<file path="src/rtl/motor_nn_sequencer_if.sv">
`default_nettype none
// ---------------------------------------------------------------------------
// motor_nn_sequencer_if
// Handshake/operand bundle between the control-loop sequencer and motor_main.
// Revision: 1.0
// ---------------------------------------------------------------------------
interface motor_nn_sequencer_if;
  logic signed [15:0] r;
  logic signed [15:0] pos;
  logic signed [15:0] vel;
  logic               ap_start;
  logic               fc0_input_ap_vld;
  logic               ap_done;
  logic               ap_idle;
  logic signed [15:0] layer13_out;
  logic               layer13_out_ap_vld;

  // Sequencer side: drives operands and start, observes completion.
  modport master (
    output r, pos, vel, ap_start, fc0_input_ap_vld,
    input  ap_done, ap_idle, layer13_out, layer13_out_ap_vld
  );

  // Network side: consumes operands and start, reports completion.
  modport slave (
    input  r, pos, vel, ap_start, fc0_input_ap_vld,
    output ap_done, ap_idle, layer13_out, layer13_out_ap_vld
  );
endinterface
`default_nettype wire

</file>
<file path="src/rtl/motor_nn_sequencer.sv">
`default_nettype none
// ---------------------------------------------------------------------------
// motor_nn_sequencer
// Periodic launcher for the W16Q7 network: samples Q16.16 sensor words,
// saturates them to Q7, starts motor_main, clamps its result into u_cmd,
// and supervises overrun and timeout.
// Revision: 1.0
// ---------------------------------------------------------------------------
module motor_nn_sequencer #(
  parameter int                 PERIOD  = 1000,
  parameter int                 TIMEOUT = 200,
  parameter logic signed [15:0] U_MAX   = 16'sd1280,
  parameter logic signed [15:0] U_MIN   = -16'sd1280
) (
  input  logic                 clk_1,
  input  logic                 ap_rst,
  input  logic                 enable,
  input  logic                 clear_flags,
  input  logic signed [31:0]   r_raw,
  input  logic signed [31:0]   pos_raw,
  input  logic signed [31:0]   vel_raw,
  motor_nn_sequencer_if.master nn,
  output logic signed [15:0]   u_cmd,
  output logic                 u_valid,
  output logic                 busy,
  output logic                 overrun,
  output logic                 timeout,
  output logic [7:0]           skip_cnt
);

  localparam int CW = (PERIOD > 1) ? $clog2(PERIOD) : 1;
  localparam int TW = $clog2(TIMEOUT + 1);

  typedef enum logic [1:0] {
    S_IDLE   = 2'd0,
    S_LAUNCH = 2'd1,
    S_BUSY   = 2'd2
  } state_t;

  state_t             state;
  logic [CW-1:0]      period_cnt;
  logic [TW-1:0]      to_cnt;
  logic [TW-1:0]      to_cnt_next;
  logic               tick;
  logic               overrun_evt;
  logic               vld_seen;
  logic signed [15:0] result;
  logic signed [15:0] final_result;

  // Q16.16 -> Q7: floor shift by 9, then saturate to the 16-bit signed range.
  function automatic logic signed [15:0] to_q7(input logic signed [31:0] raw);
    logic signed [31:0] sh;
    sh = raw >>> 9;
    if (sh > 32'sd32767)
      return 16'h7FFF;
    else if (sh < -32'sd32768)
      return 16'h8000;
    else
      return sh[15:0];
  endfunction

  // Actuator limit clamp.
  function automatic logic signed [15:0] clamp_u(input logic signed [15:0] v);
    if (v > U_MAX)
      return U_MAX;
    else if (v < U_MIN)
      return U_MIN;
    else
      return v;
  endfunction

  assign tick         = enable && (period_cnt == CW'(PERIOD - 1));
  // Any tick we cannot act on: the network is still working or not yet idle.
  assign overrun_evt  = tick && ((state != S_IDLE) || !nn.ap_idle);
  // Counter value after this BUSY cycle; it equals the number of BUSY cycles spent.
  assign to_cnt_next  = to_cnt + TW'(1);
  // A result seen with vld takes precedence over whatever is on the bus at done.
  assign final_result = vld_seen ? result : nn.layer13_out;

  // Free-running control-period counter, held at zero while disabled.
  always_ff @(posedge clk_1 or posedge ap_rst) begin
    if (ap_rst)
      period_cnt <= '0;
    else if (!enable || tick)
      period_cnt <= '0;
    else
      period_cnt <= period_cnt + CW'(1);
  end

  // Sequencer FSM with registered operands, handshake, command and flags.
  always_ff @(posedge clk_1 or posedge ap_rst) begin
    if (ap_rst) begin
      state               <= S_IDLE;
      to_cnt              <= '0;
      vld_seen            <= 1'b0;
      result              <= '0;
      nn.r                <= '0;
      nn.pos              <= '0;
      nn.vel              <= '0;
      nn.ap_start         <= 1'b0;
      nn.fc0_input_ap_vld <= 1'b0;
      u_cmd               <= '0;
      u_valid             <= 1'b0;
      busy                <= 1'b0;
      overrun             <= 1'b0;
      timeout             <= 1'b0;
      skip_cnt            <= '0;
    end else begin
      u_valid             <= 1'b0;
      nn.ap_start         <= 1'b0;
      nn.fc0_input_ap_vld <= 1'b0;

      // Clear first so that a same-cycle set event below overrides it.
      if (clear_flags) begin
        overrun  <= 1'b0;
        timeout  <= 1'b0;
        skip_cnt <= '0;
      end

      if (overrun_evt) begin
        overrun <= 1'b1;
        if (skip_cnt != 8'hFF)
          skip_cnt <= skip_cnt + 8'd1;
      end

      case (state)
        S_IDLE: begin
          if (tick && nn.ap_idle) begin
            nn.r                <= to_q7(r_raw);
            nn.pos              <= to_q7(pos_raw);
            nn.vel              <= to_q7(vel_raw);
            nn.ap_start         <= 1'b1;
            nn.fc0_input_ap_vld <= 1'b1;
            busy                <= 1'b1;
            state               <= S_LAUNCH;
          end
        end

        S_LAUNCH: begin
          to_cnt   <= '0;
          vld_seen <= 1'b0;
          state    <= S_BUSY;
        end

        S_BUSY: begin
          to_cnt <= to_cnt_next;
          if (nn.layer13_out_ap_vld && !vld_seen) begin
            result   <= nn.layer13_out;
            vld_seen <= 1'b1;
          end
          if (nn.ap_done) begin
            u_cmd   <= clamp_u(final_result);
            u_valid <= 1'b1;
            busy    <= 1'b0;
            state   <= S_IDLE;
          end else if (to_cnt_next == TW'(TIMEOUT)) begin
            // Abort to a safe zero command.
            timeout <= 1'b1;
            u_cmd   <= '0;
            u_valid <= 1'b1;
            busy    <= 1'b0;
            state   <= S_IDLE;
          end
        end

        default: begin
          busy  <= 1'b0;
          state <= S_IDLE;
        end
      endcase
    end
  end

endmodule
`default_nettype wire

</file>
<file path="src/flat_wrapper.sv">
// flat-port wrapper written by rule: the top's interface ports become plain ports
module motor_nn_sequencer_flat 
#(
  parameter int                 PERIOD  = 1000,
  parameter int                 TIMEOUT = 200,
  parameter logic signed [15:0] U_MAX   = 16'sd1280,
  parameter logic signed [15:0] U_MIN   = -16'sd1280
)
  (clk_1, ap_rst, enable, clear_flags, r_raw, pos_raw, vel_raw, u_cmd, u_valid, busy, overrun, timeout, skip_cnt, nn_r, nn_pos, nn_vel, nn_ap_start, nn_fc0_input_ap_vld, nn_ap_done, nn_ap_idle, nn_layer13_out, nn_layer13_out_ap_vld);
  motor_nn_sequencer_if nn_i ();
  input  logic clk_1;
  input  logic ap_rst;
  input  logic enable;
  input  logic clear_flags;
  input  logic signed [31:0] r_raw;
  input  logic signed [31:0] pos_raw;
  input  logic signed [31:0] vel_raw;
  output logic signed [15:0] u_cmd;
  output logic u_valid;
  output logic busy;
  output logic overrun;
  output logic timeout;
  output logic [7:0] skip_cnt;
  output wire logic [$bits(nn_i.r)-1:0] nn_r;
  output wire logic [$bits(nn_i.pos)-1:0] nn_pos;
  output wire logic [$bits(nn_i.vel)-1:0] nn_vel;
  output wire logic [$bits(nn_i.ap_start)-1:0] nn_ap_start;
  output wire logic [$bits(nn_i.fc0_input_ap_vld)-1:0] nn_fc0_input_ap_vld;
  input wire logic [$bits(nn_i.ap_done)-1:0] nn_ap_done;
  input wire logic [$bits(nn_i.ap_idle)-1:0] nn_ap_idle;
  input wire logic [$bits(nn_i.layer13_out)-1:0] nn_layer13_out;
  input wire logic [$bits(nn_i.layer13_out_ap_vld)-1:0] nn_layer13_out_ap_vld;
  assign nn_r = nn_i.r;
  assign nn_pos = nn_i.pos;
  assign nn_vel = nn_i.vel;
  assign nn_ap_start = nn_i.ap_start;
  assign nn_fc0_input_ap_vld = nn_i.fc0_input_ap_vld;
  assign nn_i.ap_done = nn_ap_done;
  assign nn_i.ap_idle = nn_ap_idle;
  assign nn_i.layer13_out = nn_layer13_out;
  assign nn_i.layer13_out_ap_vld = nn_layer13_out_ap_vld;
  motor_nn_sequencer #(.PERIOD(PERIOD), .TIMEOUT(TIMEOUT), .U_MAX(U_MAX), .U_MIN(U_MIN)) u_core (.clk_1(clk_1), .ap_rst(ap_rst), .enable(enable), .clear_flags(clear_flags), .r_raw(r_raw), .pos_raw(pos_raw), .vel_raw(vel_raw), .nn(nn_i), .u_cmd(u_cmd), .u_valid(u_valid), .busy(busy), .overrun(overrun), .timeout(timeout), .skip_cnt(skip_cnt));
endmodule
</file>
<file path="config.mk">
export PLATFORM = sky130hd
export DESIGN_NAME = motor_nn_sequencer_flat
export DESIGN_NICKNAME = d
export VERILOG_FILES = /design/src/rtl/motor_nn_sequencer_if.sv /design/src/rtl/motor_nn_sequencer.sv /design/src/flat_wrapper.sv
export SDC_FILE = /design/constraint.sdc
export NUM_CORES = 1
export LEC_CHECK = 0
export CORE_ASPECT_RATIO = 1.25
export CORE_MARGIN = 2
export CORE_UTILIZATION = 45
export CTS_CLUSTER_DIAMETER = 80
export DETAILED_ROUTE_END_ITERATION = 8
export PLACE_DENSITY_LB_ADDON = 0.3
export SETUP_SLACK_MARGIN = 0.02
export SKIP_CTS_REPAIR_TIMING = 1
export SLEW_MARGIN = 25
export SYNTH_ARGS = -nofsm -noshare
export SYNTH_HDL_FRONTEND = slang
export SYNTH_SLANG_ARGS = --single-unit
</file>
<file path="constraint.sdc">
create_clock -name clk_1 -period 5.37 [get_ports clk_1]
set_input_delay 1.611 -clock clk_1 [delete_from_list [all_inputs] [get_ports clk_1]]
set_output_delay 1.611 -clock clk_1 [all_outputs]
set_load 0.01 [all_outputs]
</file>
==> metrics.txt, run 1 <==
min-delay src u_core.nn.vel[15]$_DFFE_PP0P_; clock sinks 114; Total Wirelength 14160 µm; top cell type by total area after synthesis dfrtp_1; total global routing overflow 0; DRT iter0 DRCs roughly 210; Nets approximately 840; syn nets 672; Routed Antenna Nets 0; RSZ-0062 raised after global routing no; worst skew pair latency just over 0.4 ns; register bit total from synthesis about 110; R2R setup slack approximately 2.7 ns; Pint approximately 1.8 mW; initial antenna violation count 0; synth warn 0; Area Growth Syn to Fin 43.55%; # diodes 0; Seq/Total Area, Yosys a little over half; CP max stage cell or3_1; total CTS buffers 17; RR Startpoint u_core.vld_seen$_DFFE_PP0P_; CTS tree built; clk root buf clkbuf_16; Final Hold Fails 0; first-pass GRT wire length around 23000 µm; Die Ht ~130 µm; ratio of cells with drive above 1 in the final layout 9.366%; I/O Buffers approximately 170; ys async rst share 100.0%; Die Width between 100 and 150 µm; most frequent cell after synthesis dfrtp_1; Post-synth EDFFs 0; Setup TNS 0 ns; Setup Viol. Count Final 0; met2 wire len 7190 µm; Ports approximately 200; Seq pwr share 42.1%; CP Max Fanout 8; final period utilization 65.38%; clock power share between 40% and 50%; met1 wire length ~5500 µm; Switch Pwr between 0.6 and 0.7 mW; Rel. slew slack 43.92%; combinational share of power 17.7%; Max Clock Skew roughly 0.0064 ns; placed insts about 860; Die Area around 0.013 mm²; CP top delay family simple AND/OR/NAND/NOR gates; drt wl/cell around 16 µm; Detailed Routing Iterations Pass 1 4; metal3 WL about 1100 µm; crit-path cells clkdlybuf4s50_1 > a211oi_1 > a21oi_1 > nand3_1 > ha_1 > or3_1 > o2bb2ai_2; H-tree Lvls 4; DP HPWL about 10000 µm; CP Buf/Inv Count 1; worst slew pin tran roughly 0.84 ns; reg2reg path depth 6; final non-filler cell total approximately 890; largest net degree at the start of global routing 86; PD cells around 310 mW/mm²; Synth top area share a little over half; Clock Pin Slew Worst Setup and Hold Paths 0.05 ns; Pins Over Slew Limit 0; CP peak stage delay slightly above 0.6 ns; All-Layer GR Usage roughly a quarter; R2R Path End u_core.u_cmd[3]$_DFFE_PP0P_; Peak VDD IR 0.1918 mV; Highest Clock Rate around 280 MHz; most frequent cells after synthesis dfrtp_1 (114), nand2_1 (75), nor2_1 (68), o21ai_0 (62); CTS Buffer Depth 2; vias in the first global route 4762; Worst setup EP type flop; Max-Cap Viols 0; Synth Area per Inst a little under 10 µm²; Top FF cell, synth dfrtp_1; status finished clean; Area contributors post-synth dfrtp_1 (53%), o21ai_0 (5.8%), nand2_1 (5.2%); Worst Hold Class reg2reg; Hold WS 0.4727 ns; Post-Syn Instances around 550; Cell variety after synth between 50 and 60; leakage power 3.391 nW; Critical Path RT about 5.7 ns; data arrival time of the critical path a little under 4 ns; Post-Syn Area roughly 0.0054 mm²; switching share of power 25.74%; Top Layer Used met4; routed vias ~4700; Hold EP u_core.nn.vel[15]$_DFFE_PP0P_; Worst Hold Path Cells 2; global placer's final weighted congestion between 0.8 and 0.9; CP startpoint kind primary input; DRC errors left 0; minimum clock period 3.511 ns; vias per inst between 5 and 6; row count 44; Initial Util between 40% and 50%; Setup CP Type in2reg; Core ar. 0.01167 mm²
[cells in the final DEF, fill, tap and decap left out, types with 9 or more instances in the layout]
cell type	netlist	final
mux2_2	15	15
mux2i_1	18	18
inv_1	18	17
a21oi_1	14	12
dfrtp_1	114	113
nor2_1	68	68
o21ai_0	62	62
clkdlybuf4s50_1	0	169
nand3_1	18	17
nor2b_1	9	9
o2bb2ai_2	9	9
and3_1	9	9
clkbuf_16	0	17
nand2_1	75	75
[worst min-delay path, stage by stage (launching register included)]
cell and delay [ns]:
dfrtp_1 0.34, nand2_1 0.05, nand2_1 0.05
[flip-flops by register name, indices dropped and copies added, names as in the netlist, 2 cells and up]
register and count:
u_core.skip_cnt 8, u_core.period_cnt 10, u_core.nn.vel 16, u_core.nn.pos 16, u_core.state 2, u_core.to_cnt 8
u_core.u_cmd 16, u_core.nn.r 16, u_core.result 16
[stage by stage]
step	worst slack (ns)	power, mW	utilization, %	area (µm²)
2_1_floorplan	0.7433	1.239	-	5384
3_3_place_gp	1.520	1.444	61.77	7209
3_5_place_dp	1.478	1.460	61.77	7209
4_1_cts	1.872	2.443	66.12	7717
5_1_grt	1.746	2.531	66.22	7729
6_report	1.859	2.424	66.22	7729
[area by class of cell]
type | count | area [µm²]
clock buffers | 25 | 475.5
clock inverters | 6 | 32.53
fillers | 965 | 3943
inverters | 19 | 76.32
multi-input cells | 389 | 2367
flip-flops and latches | 114 | 2854
well taps | 161 | 201.4
repair buffers | 173 | 1722
[routing by layer]
metal | up-vias | global-route usage (%)
met3 | 32 | 8.044
li1 | 2237 | -
met2 | 174 | 39.47
met4 | 0 | 10.59
met5 | - | 0
met1 | 2218 | 26.21
[power groups by stage]
stage,combinational (mW),sequential (mW),clock [mW]
2_1_floorplan,0.213,1.03,0
3_3_place_gp,0.419,1.03,0
3_5_place_dp,0.430,1.03,0
4_1_cts,0.434,1.02,0.991
6_report,0.430,1.02,0.975
5_1_grt,0.466,1.03,1.03
[worst max-delay path by stage]
| stage | slack (ns) | cells after the start | start | endpoint |
|---|---|---|---|---|
| detailed placement | 1.48 | 7 | nn_layer13_out[12] | u_core.u_cmd[1]$_DFFE_PP0P_ |
| global placement | 1.52 | 7 | nn_layer13_out[12] | u_core.u_cmd[5]$_DFFE_PP0P_ |
| finish | 1.86 | 7 | nn_layer13_out[10] | u_core.u_cmd[3]$_DFFE_PP0P_ |
| CTS | 1.87 | 7 | nn_layer13_out[10] | u_core.u_cmd[3]$_DFFE_PP0P_ |
| floorplan | 0.74 | 1 | ap_rst | u_core.busy$_DFFE_PP0P_ |
| global route | 1.75 | 7 | nn_layer13_out[12] | u_core.u_cmd[1]$_DFFE_PP0P_ |
[logic make-up after synthesis]
logic type	synth area share [%]
AOI/OAI and AO/OA	14.64
xor gates and xnor gates	1.464
adders and majority gates	1.859
buffers and inverters	3.277
DFF	52.99
muxes	6.693
and+or+nand+nor	19.08
Note: power is estimated with default switching activity, not from simulation.
==> run 2, diff against run 1 <==
--- a/config.mk
+++ b/config.mk
@@ -7,7 +7,7 @@
 export LEC_CHECK = 0
 export CORE_ASPECT_RATIO = 1.25
 export CORE_MARGIN = 2
-export CORE_UTILIZATION = 45
+export CORE_UTILIZATION = 41
 export CTS_CLUSTER_DIAMETER = 80
 export DETAILED_ROUTE_END_ITERATION = 8
 export PLACE_DENSITY_LB_ADDON = 0.3
==> constraint.sdc (replaced) <==
create_clock -name clk_1 -period 3.1 [get_ports clk_1]
set_input_delay 0.93 -clock clk_1 [delete_from_list [all_inputs] [get_ports clk_1]]
set_output_delay 0.93 -clock clk_1 [all_outputs]
set_load 0.01 [all_outputs]
==> metrics.txt, run 2 (synthesis results as in run 1) <==
placed insts 867 (+1.3%); CP max stage cell clkdlybuf4s50_1; Die Area 0.01407 mm² (+9.4%); switching share of power 24.18% (-1.6 points); CP Buf/Inv Count 2 (+1); Detailed Routing Iterations Pass 1 4 (unchanged); Total Wirelength 13950 µm (-1.5%); largest net degree at the start of global routing 115 (+34%); clock sinks 114 (unchanged); Final Hold Fails 0 (unchanged); Seq pwr share 39.7% (-2.4 points); Critical Path RT 3.42 ns (-2.29 ns); Pint 3.354 mW (+86%); Core ar. 0.01278 mm² (+9.5%); Routed Antenna Nets 0 (unchanged); Setup Viol. Count Final 0 (unchanged); Max Clock Skew 0.008470 ns (+0.002065 ns); Setup TNS 0 ns (unchanged); Worst Hold Class reg2reg; CTS Buffer Depth 2 (unchanged); Pins Over Slew Limit 0 (unchanged); vias in the first global route 4743 (-0.40%); All-Layer GR Usage 20.54% (-2.8 points); total CTS buffers 17 (unchanged); Nets 845 (+0.48%); min-delay src u_core.nn.vel[11]$_DFFE_PP0P_; Die Ht 132.1 µm (+4.6%); data arrival time of the critical path 2.95 ns (-0.90 ns); status finished clean; clk root buf clkbuf_16; Area Growth Syn to Fin 45.97%; Switch Pwr 1.070 mW (+71%); CP Max Fanout 8 (unchanged); Worst setup EP type flop; CP peak stage delay 0.48 ns (-0.14 ns); drt wl/cell 15.55 µm (-2.6%); DRT iter0 DRCs 208 (-2.3%); routed vias 4667 (+0.13%); Peak VDD IR 0.2677 mV (+40%); CP startpoint kind primary input; minimum clock period 2.635 ns; global placer's final weighted congestion 0.8737 (+2.9%); final period utilization a little under nine tenths; clock power share 43.3% (+3.1 points); Final Core Density 61.51% (-4.7 points); commonest cells after routing, fill and taps aside clkdlybuf4s50_1 (169), dfrtp_1 (114), nand2_1 (75); worst slew pin tran 0.9859 ns (+0.1472 ns); DRC errors left 0 (unchanged); Initial Util 42.14% (-4.0 points); Die Width 106.5 µm (+4.6%); # diodes 0 (unchanged); H-tree Lvls 4 (unchanged); crit-path cells clkdlybuf4s50_1 > mux2i_1 > nor3_1 > nand3_1 > ha_1 > or3_1 > buf_4 > o2bb2ai_2; first-pass GRT wire length 23130 µm (-0.48%); Setup crit start nn_layer13_out[12]; CP top delay family simple AND/OR/NAND/NOR gates; RSZ-0062 raised after global routing no; DP HPWL 9982 µm (-2.9%); row count 46 (+4.5%); Ports 197 (unchanged); Max-Cap Viols 0 (unchanged); Rel. slew slack 34.27% (-9.6 points); leakage power 3.453 nW (+1.8%); total global routing overflow 0 (unchanged); CTS tree built; Setup CP Type in2reg; most common cell after layout, fill and taps aside clkdlybuf4s50_1; RR Startpoint u_core.vld_seen$_DFFE_PP0P_; vias per inst 5.203 (-0.99%); Clock Pin Slew Worst Setup and Hold Paths 0.05 ns (about the same); PD cells 562.9 mW/mm² (+79%); combinational share of power 17.0% (-0.7 points); Highest Clock Rate about 380 MHz; ratio of cells with drive above 1 in the final layout 9.877% (+0.51 points); final non-filler cell total 897 (+1.1%); worst skew pair latency 0.40 ns (about the same); I/O Buffers 169 (unchanged); initial antenna violation count 0 (unchanged)
==> run 2: cell count changes in the layout (fill, tap and decap cells not counted), sizes merged <==
cell    before  now
clkinv       5    3
bufinv       0    2
inv         19   18
buf          4    8
==> run 2: per-layer routing <==
| layer | wire (µm) | global-route usage, % | vias to the layer above | share of wire [%] |
|---|---|---|---|---|
| li1 | - | - | 2244 | - |
| met1 | 5487 | 23.43 | 2242 | 39 |
| met2 | 7194 | 35.65 | 163 | 52 |
| met3 | 1051 | 7.958 | 18 | 7.5 |
| met4 | 213 | 5.916 | 0 | 1.5 |
| met5 | 0 | 0 | - | 0 |
==> run 2: stage by stage <==
stage	setup WS (ns)	area (µm²)	total power, mW	hold slack [ns]
after floorplan	0.7171	5388	2.146	0.4473
after global placement	0.1152	7274	2.504	0.4503
after detailed placement	0.06722	7274	2.532	0.4657
after CTS	0.4770	7855	4.467	0.4826
after global routing	0.3781	7859	4.625	0.5029
final	0.4649	7859	4.424	0.4734
==> run 2: final timing paths <==
kind                       cells after the start  slack (ns)                             to
setup / recovery                               8        0.46    u_core.u_cmd[1]$_DFFE_PP0P_
max in group asynchronous                      3        1.58   u_core.to_cnt[1]$_DFFE_PP0P_
hold reg to reg                                2        0.47  u_core.nn.vel[11]$_DFFE_PP0P_
min in group asynchronous                      3        1.03  u_core.nn.pos[11]$_DFFE_PP0P_
setup reg to reg                               8        0.53    u_core.u_cmd[1]$_DFFE_PP0P_
hold / removal                                 2        0.47  u_core.nn.vel[11]$_DFFE_PP0P_
==> run 2: worst reg2reg max path: stages, from the launching register on <==
cell and delay [ns]:
dfrtp_1 0.74, buf_4 0.33, a211oi_1 0.07, a21oi_1 0.18, nand3_1 0.11, ha_1 0.30
or3_1 0.41, buf_4 0.21, o2bb2ai_2 0.15
==> run 2: cell type report <==
class | instances | area (µm²)
fillers | 1077 | 4918
flip-flops and latches | 114 | 2853
repair buffers | 177 | 1777
clock buffers | 25 | 505.5
well taps | 168 | 210.2
multi-input cells | 389 | 2364
clock inverters | 5 | 75.07
inverters | 19 | 75.07
==> run 2: power by group through the flow <==
stage	Sequential, mW	Combinational, mW	Clock [mW]
finish	1.76	0.752	1.92
global route	1.77	0.819	2.04
CTS	1.75	0.760	1.95
detailed placement	1.78	0.757	0
global placement	1.77	0.738	0
floorplan	1.78	0.369	0
==> variant (flow settings as in run 2) <==
Re-encode `state_t` (3 states) as one-hot, 3 bits wide.
--- a/src/rtl/motor_nn_sequencer.sv
+++ b/src/rtl/motor_nn_sequencer.sv
@@ -32,8 +32,8 @@
   localparam int TW = $clog2(TIMEOUT + 1);
 
-  typedef enum logic [1:0] {
-    S_IDLE   = 2'd0,
-    S_LAUNCH = 2'd1,
-    S_BUSY   = 2'd2
+  typedef enum logic [2:0] {
+    S_IDLE   = 3'b001,
+    S_LAUNCH = 3'b010,
+    S_BUSY   = 3'b100
   } state_t;
 
Formal check against the unedited RTL: same outputs for any inputs over 10 cycles, from zero or initial values and one cycle with ap_rst high; not proved beyond that.
==> variant against run 2 <==
  * Global-route usage is 0.57 points lower
  * Critical endpoint is now u_core.skip_cnt[3]
  * Setup slack gained 0.043 ns
  * Routed wire length shrank 1.7%
  * Design area grew 1.6%
  * Synthesized area grew 1.5%
  * Sequential cell count rose by 1
  * Final cell count up 1.6%
Power is not compared: it rests on default switching activity, and its combinational part moved more than twofold at a synthesized area within 25%.
==> variant: results (changes against run 2) <==
| Metric | Value |
|---|---|
| Seq/Total Area, Yosys | 0.527 (-0.00308) |
| Global routing met3 resource utilization | 0.0862 (+0.00662) |
| Vias per cell | 5.25 (+0.99%) |
| Slew HR | 0.412 (+0.0692) |
| Global Route met2 Usage | 0.327 (-0.0291) |
| DR pass1 iterations | 5 (+1) |
| Final wirelength | 13700 um (-1.7%) |
| Worst r2r dst | u_core.u_cmd[4] |
| Commonest cells in the netlist | 120 x o21ai_0, 114 x dfrtp_1, 64 x nand2_1 |
| Fillcell total | 1093 (+1.5%) |
| Non-Filler Instances | 911 (+1.6%) |
| Vias in the first global route | 4739 (-0.084%) |
| Hold Crit Endpoint | u_core.nn.r[13] |
| Pin count of the biggest net entering global routing | 95 (-17%) |
| Top post-synthesis cells by area | dfrtp_1 52%, o21ai_0 11%, nand2_1 4.4%, mux2_2 4.1%, mux2i_1 2.7% |
| Status | completed |
| Max Clock Skew | 0.00854 ns (+0.0000692 ns) |
| Dpl cell area | 0.00736 sq mm (+1.2%) |
| DP HPWL | 10100 um (+1.4%) |
| First-pass GRT wire length | 22500 um (-2.7%) |
| Placed Cells | 880 (+1.5%) |
| Worst Reg-to-Reg Cells | 6 (-2) |
| Max FO, Critical Path | 9 (+1) |
| DRT iter0 DRCs | 149 (-28%) |
| Syn Area/Cell | 9.79 sq um (-0.85%) |
| Pre-CTS setup slack | 0.0816 ns (+0.0144 ns) |
| R2R setup slack | 0.69 ns (+0.16 ns) |
| CP Data Arrival Time | 2.89 ns (-0.06 ns) |
| Reg2reg start | u_core.to_cnt[0] |
| Share of cells above drive strength 1 | 0.0959 (-0.00282) |
| Synth Net Count | 682 (+1.5%) |
| Synth cell types | 51 (-1.9%) |
| Hold slack | 0.476 ns (+0.00278 ns) |
| Hold_sp | u_core.nn.r[13] |
[variant: worst max path at each step]
stage	slack, ns	from	end
after floorplan	0.66	u_core.vld_seen	u_core.u_cmd[0]
after global placement	0.16	nn_ap_idle	u_core.skip_cnt[3]
after detailed placement	0.08	nn_ap_idle	u_core.skip_cnt[3]
after CTS	0.51	nn_ap_idle	u_core.skip_cnt[5]
after global routing	0.33	nn_ap_idle	u_core.skip_cnt[3]
final	0.51	nn_ap_idle	u_core.skip_cnt[3]
[variant: final cells by class]
type,instances,area (sq um),area share
Clock inverter,9,154,0.0193
Timing Repair Buffer,182,1810,0.227
Sequential cell,115,2880,0.360
Inverter,9,37.5,0.00470
Tap cell,171,214,0.0268
Multi-Input combinational cell,403,2420,0.303
Clock buffer,22,464,0.0581
[variant: cell families (layout without fill, tap and decap cells)]
logic type / Yosys count / count (layout) / synth area share
muxes: 35 / 35 / 0.0687
buffers and inverters: 40 / 222 / 0.0314
DFF: 115 / 115 / 0.527
AOI/OAI and AO/OA: 179 / 179 / 0.187
and+or+nand+nor: 177 / 177 / 0.163
adders and majority gates: 5 / 5 / 0.0114
xor gates and xnor gates: 7 / 7 / 0.0112
[variant: report_power, final]
part	total, uW	leakage, uW	switching [uW]	internal [uW]
sequential	1510	0.00158	6.39	1510
clock	2040	0.000296	660	1380
combinational	229	0.00158	98.2	131
total	3780	0.00345	764	3020
[variant: worst max-delay path: stages]
cell             delay, ns
clkdlybuf4s50_1       0.46
nor4bb_1              0.47
or4_1                 0.37
or2_1                 0.34
o21bai_1              0.13
a21o_1                0.18
[variant: routing by layer]
layer,wire (um),part of all wire,vias to the layer above
li1,-,-,2358
met1,5550,0.40,2248
met2,6740,0.49,164
met3,1220,0.089,17
met4,197,0.014,0
met5,0,0,-
